$ cat config.mk
export PLATFORM = sky130hd
export DESIGN_NAME = bcd_display_scanner
export DESIGN_NICKNAME = d
export VERILOG_FILES = /design/src/rtl/disp_pkg.sv /design/src/rtl/refresh_tick.sv /design/src/rtl/bcd_display_scanner.sv
export SDC_FILE = /design/constraint.sdc
export NUM_CORES = 1
export LEC_CHECK = 0
export CORE_ASPECT_RATIO = 1.5
export CORE_MARGIN = 2
export CORE_UTILIZATION = 65
export CTS_BUF_LIST = sky130_fd_sc_hd__clkbuf_2
export DETAILED_ROUTE_END_ITERATION = 6
export DONT_BUFFER_PORTS = 1
export PLACE_DENSITY = 0.86
export REMOVE_ABC_BUFFERS = 1
export SYNTH_ARGS = -nofsm -noshare
export SYNTH_HDL_FRONTEND = slang
export SYNTH_SLANG_ARGS = --single-unit
$ cat constraint.sdc
create_clock -name clk -period 2.6 [get_ports clk]
set_input_delay 0.78 -clock clk [delete_from_list [all_inputs] [get_ports clk]]
set_output_delay 0.78 -clock clk [all_outputs]
set_load 0.02 [all_outputs]
$ cat src/rtl/disp_pkg.sv
// -----------------------------------------------------------------------------
// disp_pkg
// Shared types, constants and helpers for the BCD display scanning logic.
//   bcd_t      : one packed BCD digit (4 bits)
//   BCD_MAX    : largest legal BCD code; anything above is flagged as an error
//   MAX_DIGITS : widest digit-enable vector the helper function can produce
//   onehot()   : index -> one-hot vector (MAX_DIGITS wide); callers keep the
//                low bits they need
// -----------------------------------------------------------------------------
package disp_pkg;

    typedef logic [3:0] bcd_t;

    localparam bcd_t BCD_MAX    = 4'd9;
    localparam int   MAX_DIGITS = 8;
    localparam int   IDX_MAX_W  = 3;

    function automatic logic [MAX_DIGITS-1:0] onehot(input logic [IDX_MAX_W-1:0] index);
        logic [MAX_DIGITS-1:0] vec;
        vec        = '0;
        vec[index] = 1'b1;
        return vec;
    endfunction

endpackage

$ cat src/rtl/refresh_tick.sv
// -----------------------------------------------------------------------------
// refresh_tick
// Terminal-count divider. Counts 0..DIV-1 while en is high and wraps; tick is
// high during the cycle in which the count sits at DIV-1, so it is exactly one
// cycle wide per DIV enabled cycles. The running count is exported so a parent
// can also detect the first cycle of a period (count == 0).
//
// Parameters:
//   DIV   : period in clock cycles (>= 2)
// Ports:
//   clk   : in  clock, rising edge
//   rst_n : in  synchronous reset, active low (count returns to 0)
//   en    : in  count enable
//   count : out current count value
//   tick  : out one-cycle terminal-count strobe
// -----------------------------------------------------------------------------
module refresh_tick #(
    parameter int DIV = 50000
) (
    input  logic                   clk,
    input  logic                   rst_n,
    input  logic                   en,
    output logic [$clog2(DIV)-1:0] count,
    output logic                   tick
);

    localparam int CNT_W = $clog2(DIV);

    logic [CNT_W-1:0] cnt_q;
    logic [CNT_W-1:0] cnt_d;
    logic             at_end;

    always_comb begin
        at_end = (cnt_q == CNT_W'(DIV - 1));
        cnt_d  = cnt_q;
        if (en) begin
            cnt_d = at_end ? '0 : cnt_q + CNT_W'(1);
        end
    end

    always_ff @(posedge clk) begin
        if (!rst_n) begin
            cnt_q <= '0;
        end else begin
            cnt_q <= cnt_d;
        end
    end

    assign count = cnt_q;
    assign tick  = en & at_end;

endmodule

$ cat src/rtl/bcd_display_scanner.sv
// -----------------------------------------------------------------------------
// bcd_display_scanner
// Time-multiplexes a packed multi-digit BCD value onto one shared 7-segment
// decoder. Each digit slot is selected for REFRESH_DIV cycles in turn; the
// selected slot's code goes to digit_bcd and a one-hot enable to digit_en.
// New values land in a shadow register and are copied to the displayed
// register only when the scan wraps back to slot 0, so a frame never mixes
// digits of two different values.
//
// Build option:
//   LEADING_ZERO_BLANK_EN : when defined, a non-zero slot whose digit and all
//                           higher digits are 0 has its enable forced low.
//                           Slot 0 is always shown. Sequencing is unchanged.
//
// Parameters:
//   NUM_DIGITS  : number of digit slots (2..8)
//   REFRESH_DIV : cycles each slot stays selected (>= 2)
// Ports:
//   clk         : in  clock, rising edge
//   rst_n       : in  synchronous reset, active low
//   load        : in  one-cycle strobe, capture bcd_in
//   bcd_in      : in  packed BCD, digit 0 in [3:0]
//   digit_bcd   : out code of the selected digit (to the decoder)
//   digit_en    : out one-hot active-high digit enable
//   frame_start : out one-cycle pulse with the first cycle of slot 0
//   pending     : out shadow holds a value not yet displayed
//   bcd_err     : out selected nibble is greater than 9
// -----------------------------------------------------------------------------
module bcd_display_scanner
    import disp_pkg::*;
#(
    parameter int NUM_DIGITS  = 4,
    parameter int REFRESH_DIV = 50000
) (
    input  logic                    clk,
    input  logic                    rst_n,
    input  logic                    load,
    input  logic [4*NUM_DIGITS-1:0] bcd_in,
    output logic [3:0]              digit_bcd,
    output logic [NUM_DIGITS-1:0]   digit_en,
    output logic                    frame_start,
    output logic                    pending,
    output logic                    bcd_err
);

    localparam int CNT_W = $clog2(REFRESH_DIV);
    localparam int IDX_W = $clog2(NUM_DIGITS);
    localparam int DW    = 4 * NUM_DIGITS;

    // ------------------------------------------------------------------
    // Refresh timing
    // ------------------------------------------------------------------
    logic [CNT_W-1:0] refresh_cnt;
    logic             refresh_tick_s;

    refresh_tick #(
        .DIV (REFRESH_DIV)
    ) u_refresh_tick (
        .clk   (clk),
        .rst_n (rst_n),
        .en    (1'b1),
        .count (refresh_cnt),
        .tick  (refresh_tick_s)
    );

    // ------------------------------------------------------------------
    // State
    // ------------------------------------------------------------------
    logic [IDX_W-1:0]      idx_q,         idx_d;
    logic [DW-1:0]         display_q,     display_d;
    logic [DW-1:0]         shadow_q,      shadow_d;
    logic                  pending_q,     pending_d;
    bcd_t                  digit_bcd_q,   digit_bcd_d;
    logic [NUM_DIGITS-1:0] digit_en_q,    digit_en_d;
    logic                  frame_start_q, frame_start_d;
    logic                  bcd_err_q,     bcd_err_d;

    logic                  wrap;
    bcd_t                  sel_nib;
    logic [MAX_DIGITS-1:0] oh_full;
    logic                  blank_sel;

    // Displayed value split into digits for indexed selection.
    bcd_t disp_nib [NUM_DIGITS];

    generate
        for (genvar gi = 0; gi < NUM_DIGITS; gi++) begin : g_nib
            assign disp_nib[gi] = display_q[4*gi +: 4];
        end
    endgenerate

    // ------------------------------------------------------------------
    // Leading-zero blanking
    // ------------------------------------------------------------------
`ifdef LEADING_ZERO_BLANK_EN
    // zero_from[i] is high when digit i and every digit above it are 0.
    logic [NUM_DIGITS:0]   zero_from;
    logic [NUM_DIGITS-1:0] zero_lo;

    assign zero_from[NUM_DIGITS] = 1'b1;

    generate
        for (genvar gi = 0; gi < NUM_DIGITS; gi++) begin : g_lzb
            assign zero_from[gi] = (disp_nib[gi] == 4'd0) && zero_from[gi+1];
        end
    endgenerate

    assign zero_lo   = zero_from[NUM_DIGITS-1:0];
    // Slot 0 stays lit so an all-zero value still reads "0".
    assign blank_sel = (idx_q != '0) && zero_lo[idx_q];
`else
    assign blank_sel = 1'b0;
`endif

    // ------------------------------------------------------------------
    // Next-state logic
    // ------------------------------------------------------------------
    always_comb begin
        idx_d     = idx_q;
        display_d = display_q;
        shadow_d  = shadow_q;
        pending_d = pending_q;

        // The edge on which the index returns to slot 0 is the frame swap.
        wrap = refresh_tick_s && (idx_q == IDX_W'(NUM_DIGITS - 1));

        if (refresh_tick_s) begin
            idx_d = wrap ? '0 : idx_q + IDX_W'(1);
        end

        if (load) begin
            shadow_d = bcd_in;
        end

        if (wrap) begin
            // A load coinciding with the swap is newer than the shadow, so it
            // bypasses straight into the display.
            if (load) begin
                display_d = bcd_in;
            end else if (pending_q) begin
                display_d = shadow_q;
            end
            pending_d = 1'b0;
        end else if (load) begin
            pending_d = 1'b1;
        end
    end

    // ------------------------------------------------------------------
    // Output logic: driven from the index held before this edge, giving
    // one cycle of latency between index and outputs.
    // ------------------------------------------------------------------
    always_comb begin
        sel_nib       = disp_nib[idx_q];
        oh_full       = onehot(IDX_MAX_W'(idx_q));
        digit_bcd_d   = sel_nib;
        digit_en_d    = blank_sel ? '0 : oh_full[NUM_DIGITS-1:0];
        frame_start_d = (idx_q == '0) && (refresh_cnt == '0);
        bcd_err_d     = (sel_nib > BCD_MAX);
    end

    // Upper one-hot bits exist only when fewer than MAX_DIGITS slots are used.
    logic unused_oh;
    assign unused_oh = ^oh_full;

    // ------------------------------------------------------------------
    // Registers
    // ------------------------------------------------------------------
    always_ff @(posedge clk) begin
        if (!rst_n) begin
            idx_q         <= '0;
            display_q     <= '0;
            shadow_q      <= '0;
            pending_q     <= 1'b0;
            digit_bcd_q   <= '0;
            digit_en_q    <= '0;
            frame_start_q <= 1'b0;
            bcd_err_q     <= 1'b0;
        end else begin
            idx_q         <= idx_d;
            display_q     <= display_d;
            shadow_q      <= shadow_d;
            pending_q     <= pending_d;
            digit_bcd_q   <= digit_bcd_d;
            digit_en_q    <= digit_en_d;
            frame_start_q <= frame_start_d;
            bcd_err_q     <= bcd_err_d;
        end
    end

    assign digit_bcd   = digit_bcd_q;
    assign digit_en    = digit_en_q;
    assign frame_start = frame_start_q;
    assign pending     = pending_q;
    assign bcd_err     = bcd_err_q;

endmodule

==> results_dict.tcl, run 1 <==
set metrics [dict create \
    ant_nets 0 \
    placementRows 28 \
    drive_gt1_share_pct 16.3 \
    hpwlAfterDp_um 2710 \
    first_global_vias 1581 \
    p_leak_nw 1.06 \
    hp-start "rst_n" \
    slew_violations 0 \
    fmax_mhz 474 \
    synth_top_family_by_area "simple AND/OR/NAND/NOR gates" \
    worstSetupEndpointType "flop" \
    totalWireLength_um 4170 \
    fin_skew_ns 0.0284 \
    drt-pass1-iter-count 4 \
    cts_setup_buffers 0 \
    hp-class "input pin to flop" \
    synth-seq-area-share_pct 47.4 \
    place_congestion 0.816 \
    dieWidth_um 55.4 \
    rsz0062_at_grt "false" \
    met1_length_um 1750 \
    ys_seq_elements 61 \
    cp-start-kind "flop" \
    muxShareOfSynthArea_pct 19.0 \
    cts.hold.buffers_added 0 \
    min_period_over_period_pct 81.1 \
    cts.path.max_buffers 2 \
    r2r_cells 6 \
    postLayoutSetupSlackWorst_ns 0.492 \
    hold_end "digit_bcd[0]$_SDFF_PN0_" \
    port_buffers 0 \
    cts_buffers 9 \
    fin_tns_setup_ns 0 \
    synth_edf_count 0 \
    dieArea_um2 4490 \
    synthesis.area_um2 2570 \
    synth-adder-area-share_pct 2.92 \
    maxCapViolations 0 \
    ctsResizeCount 0 \
    async_flop_share_pct 0 \
    synth_compound_area_share_pct 1.07 \
    ir_drop_uv 517 \
    wl_met3_um 168 \
    nets 259 \
    finalSetupViolCount 0 \
    final_hold_viol_count 0 \
    gr-total-overflow 0 \
    cts.htree.levels 3 \
    wl_met2_um 2120 \
    antenna_found_initial 0 \
    top_layer_used "met4" \
    diodes 0 \
    grt_pass1_wl_um 7100 \
    netlist_instances 235 \
    coreArea_um2 3890 \
    synth_cell_type_count 33 \
    reg2reg_setup_slack_ns 0.49 \
    crit_type "flop to flop" \
    clk_latency_ns 0.50 \
    synth_ff_type "dfxtp_1" \
    relSlewSlack_pct 61.7 \
    hold_depth 1 \
    crit_arrival_ns 2.51 \
    dp.cells 268 \
    io_pins 30 \
    via_per_inst 5.49 \
    yosysWarnings 0 \
    final_cells 284 \
    clock-sinks 61 \
    crit_required_ns 3.00 \
    synth-simple-area-share_pct 20.4 \
    grtUsageTotal_pct 20.7 \
    place_ws_ns 0.514 \
    power_mw 1.61 \
    grt_max_degree 46 \
    pwr_density_cell_nw_per_um2 603 \
    drtIter0Drc 44 \
    synth_xor_area_share_pct 4.76 \
    root_buffer "clkbuf_2" \
    path_max_fanout 16 \
    syn_area_per_cell_um2 11.0 \
    syn_to_final_growth_pct 3.74 \
    drcViolationCount 0 \
    start_util_pct 66.2 \
    vias 1560 \
    die_y_um 81.1 \
    fin_crit_ns 2.11 \
    clk_transition_reported_paths_ns 0.19 \
    cts_tree "yes" \
    r2r-end "display_q[2]$_SDFFE_PN0P_" \
    wl_per_cell_um 14.7 \
    reg2reg_from "u_refresh_tick.count[0]$_SDFF_PP0_" \
    worstMarginPinSlew_ns 0.574 \
    status "finished, final reports clean" \
]
cell type report:
| class | instances | area, um^2 |
|---|---|---|
| multi-input cells | 154 | 1240 |
| flip-flops and latches | 61 | 1220 |
| fillers | 293 | 1220 |
| clock inverters | 7 | 76.3 |
| well taps | 45 | 56.3 |
| clock buffers | 9 | 45.0 |
| inverters | 7 | 26.3 |
| repair buffers | 1 | 7.51 |
metal layers:
| layer | vias up | track usage, % |
|---|---|---|
| li1 | 786 | - |
| met1 | 724 | 22.5 |
| met2 | 36 | 34.9 |
| met3 | 14 | 6.05 |
| met4 | 0 | 14.1 |
| met5 | - | 0 |
kinds of logic (layout without fill, tap and decap cells):
group	after synthesis	after routing
and+or+nand+nor	92	92
DFF	61	61
muxes	38	38
buffers and inverters	20	24
xor gates and xnor gates	14	14
adders and majority gates	6	6
AOI/OAI and AO/OA	4	4
registers in the layout (all words and copies together) (netlist names):
signal                count
idx_q                     2
digit_en                  4
u_refresh_tick.count     16
shadow_q                 16
bcd_err                   1
digit_bcd                 4
pending                   1
display_q                16
frame_start               1
where the power goes:
part,total (mW),internal (mW),switching (mW),leakage [nW]
registers,0.973,0.958,0.0155,0.496
clock network,0.585,0.224,0.361,0.0681
logic,0.0505,0.0280,0.0225,0.495
total,1.61,1.21,0.399,1.06
synth_stat cells, types with 2 or more instances:
cell / n / area share, %
nand4_1: 4 / 0.97
nand3_1: 6 / 1.2
and2_1: 25 / 6.1
dfxtp_1: 61 / 47
buf_2: 4 / 0.78
ha_1: 6 / 2.9
xnor2_1: 10 / 3.4
nor3_1: 5 / 0.97
nor2b_1: 18 / 4.4
mux2_4: 10 / 5.8
xor2_1: 4 / 1.4
inv_1: 7 / 1.0
mux2i_1: 18 / 7.0
nand2_1: 3 / 0.44
buf_6: 2 / 0.87
nor4_1: 3 / 0.73
clkbuf_1: 5 / 0.73
nor2_1: 20 / 2.9
mux4_2: 4 / 3.5
and4_1: 2 / 0.68
mux2_2: 6 / 2.6
critical path: stages (launching register included):
cell	delay [ns]
dfxtp_1	0.43
ha_1	0.27
and4_1	0.19
and4_1	0.31
o211a_1	0.18
buf_4	0.26
mux2_2	0.36
cells in the final DEF (no fill, tap or decap), types with 2 or more instances in the layout:
master / instances
nor3_1: 5
nand2_1: 3
mux2_2: 6
nor2b_1: 18
and2_1: 25
inv_1: 7
clkinvlp_4: 2
and4_1: 2
mux2i_1: 18
xor2_1: 4
clkbuf_2: 9
clkinv_4: 3
nand3_1: 6
nand4_1: 4
mux4_2: 4
nor4_1: 3
dfxtp_1: 61
ha_1: 6
xnor2_1: 10
mux2_4: 10
nor2_1: 20
how the worst max path moves through the flow:
stage	from	end	depth (start not counted)
finish	u_refresh_tick.count[0]$_SDFF_PP0_	display_q[2]$_SDFFE_PN0P_	6
global route	u_refresh_tick.count[1]$_SDFF_PP0_	display_q[2]$_SDFFE_PN0P_	6
CTS	u_refresh_tick.count[0]$_SDFF_PP0_	display_q[2]$_SDFFE_PN0P_	6
detailed placement	u_refresh_tick.count[0]$_SDFF_PP0_	display_q[4]$_SDFFE_PN0P_	6
global placement	u_refresh_tick.count[0]$_SDFF_PP0_	display_q[15]$_SDFFE_PN0P_	6
floorplan	u_refresh_tick.count[0]$_SDFF_PP0_	display_q[0]$_SDFFE_PN0P_	5
per-stage QoR:
step / cell area, um^2 / utilization [%] / hold WS [ns]
final: 2670 / 68.7 / 0.390
after global routing: 2670 / 68.7 / 0.335
after CTS: 2670 / 68.7 / 0.359
after detailed placement: 2550 / 65.5 / 0.505
after global placement: 2550 / 65.5 / 0.454
after floorplan: 2480 / - / 0.441
Note: power is estimated with default switching activity, not from simulation.
==> run 2: changes to the inputs <==
CORE_UTILIZATION = 59   (was 65)
PLACE_DENSITY = 0.83   (was 0.86)
clock period = 1.7 ns   (was 2.6 ns; I/O delays follow)
==> results_dict.tcl, run 2 (synthesis gave the netlist of run 1 again) <==
set metrics [dict create \
    crit_type "flop to flop" \
    dieWidth_um 57.9 \
    clk_latency_ns 0.47 \
    drcViolationCount 0 \
    path_max_fanout 6 \
    min_period_over_period_pct 103 \
    final_common_cell "dfxtp_1" \
    final_hold_viol_count 0 \
    cp-startpoint "u_refresh_tick.count[11]$_SDFF_PP0_" \
    placementRows 29 \
    fin_crit_ns 1.75 \
    dieArea_um2 4920 \
    hold_ws_ns 0.173 \
    clk_transition_reported_paths_ns 0.15 \
    hold_depth 1 \
    place_ws_ns 0.00442 \
    nets 285 \
    root_buffer "clkbuf_2" \
    cts_buffers 9 \
    start_util_pct 61.1 \
    cts_tree "yes" \
    r2r_cells 5 \
    relSlewSlack_pct 75.3 \
    crit_required_ns 2.06 \
    maxCapViolations 0 \
    ant_nets 0 \
    p_leak_nw 1.21 \
    antenna_found_initial 0 \
    first_global_vias 1728 \
    ir_drop_uv 701 \
    cts.path.max_buffers 2 \
    status "finished, violations left" \
    fin_util_pct 69.3 \
    finalSetupViolCount 14 \
    worstMarginPinSlew_ns 0.366 \
    fmax_mhz 572 \
    syn_to_final_growth_pct 13.3 \
    crit_arrival_ns 2.11 \
    place_congestion 0.913 \
    rsz0062_at_grt "true" \
    totalWireLength_um 4760 \
    die_y_um 84.9 \
    postLayoutSetupSlackWorst_ns -0.0469 \
    grt_pass1_wl_um 7950 \
    hpwlAfterDp_um 3140 \
    reg2reg_from "u_refresh_tick.count[11]$_SDFF_PP0_" \
    worstSetupEndpointType "flop" \
    cp-start-kind "flop" \
    slew_violations 0 \
    io_pins 30 \
    final_cell_mix "dfxtp_1 (57), and2_1 (25), buf_4 (24)" \
    reg2reg_setup_slack_ns -0.05 \
    grt_max_degree 46 \
    clock-sinks 61 \
    fin_skew_ns 0.0323 \
    gr-total-overflow 0 \
    power_mw 2.39 \
    drt-pass1-iter-count 4 \
    via_per_inst 5.50 \
    hp-start "rst_n" \
    hp-class "input pin to flop" \
    pwr_density_cell_nw_per_um2 818 \
    wl_per_cell_um 15.4 \
    coreArea_um2 4210 \
    grtUsageTotal_pct 21.9 \
    cts.htree.levels 3 \
    violations "negative setup slack" \
    drtIter0Drc 50 \
    diodes 0 \
    drive_gt1_share_pct 26.6 \
    vias 1700 \
    port_buffers 0 \
]
-- run 2: changes by cell type in the layout (fill, tap and decap cells not counted), sizes merged --
cell      delta
buf         +26
clkbuf       +2
clkinv       -2
clkinvlp     -2
-- run 2: final timing paths --
check,end
setup reg to reg,display_q[2]$_SDFFE_PN0P_
hold / removal,u_refresh_tick.count[2]$_SDFF_PP0_
hold reg to reg,shadow_q[4]$_SDFFE_PN0P_
setup / recovery,display_q[2]$_SDFFE_PN0P_
-- run 2: stage by stage --
stage	instances	TNS [ns]	instance area [um^2]
finish	309	-0.266	2920
global placement	292	0	2740
CTS	308	0	2890
detailed placement	292	0	2740
floorplan	222	-6.18	2480
global route	309	-0.799	2920
-- run 2: metal layers --
| layer | track usage [%] | up-vias | routed length, um |
|---|---|---|---|
| met5 | 0 | - | 0 |
| met4 | 10.4 | 0 | 136 |
| met3 | 8.69 | 12 | 182 |
| met2 | 37.8 | 45 | 2650 |
| met1 | 22.6 | 801 | 1800 |
| li1 | - | 842 | - |
-- run 2: layout make-up --
| class | instances | area (um^2) |
|---|---|---|
| fillers | 324 | 1290 |
| multi-input cells | 154 | 1270 |
| flip-flops and latches | 61 | 1230 |
| repair buffers | 27 | 239 |
| well taps | 46 | 57.6 |
| clock buffers | 11 | 55.1 |
| clock inverters | 3 | 38.8 |
| inverters | 7 | 26.3 |
-- run 2: report_power, final --
group          internal (mW)  total, mW  switching, mW
Combinational         0.0554      0.103         0.0477
Sequential              1.46       1.48         0.0177
Clock                  0.331      0.800          0.469
Total                   1.85       2.39          0.534
-- run 2: repair_timing --
action / in CTS / in global routing
setup endpoints to repair: 7 / 24
resized for setup: 9 / 4
pin swaps: 3 / 0
hold buffers: 0 / 0
buffers inserted: 1 / 1
gates cloned: 1 / 0
-- run 2: worst max-delay path: stages, from the launching register on --
cell	delay [ns]
dfxtp_1	0.38
nor4_4	0.33
and4_4	0.28
o211a_4	0.21
buf_12	0.13
mux2_2	0.33
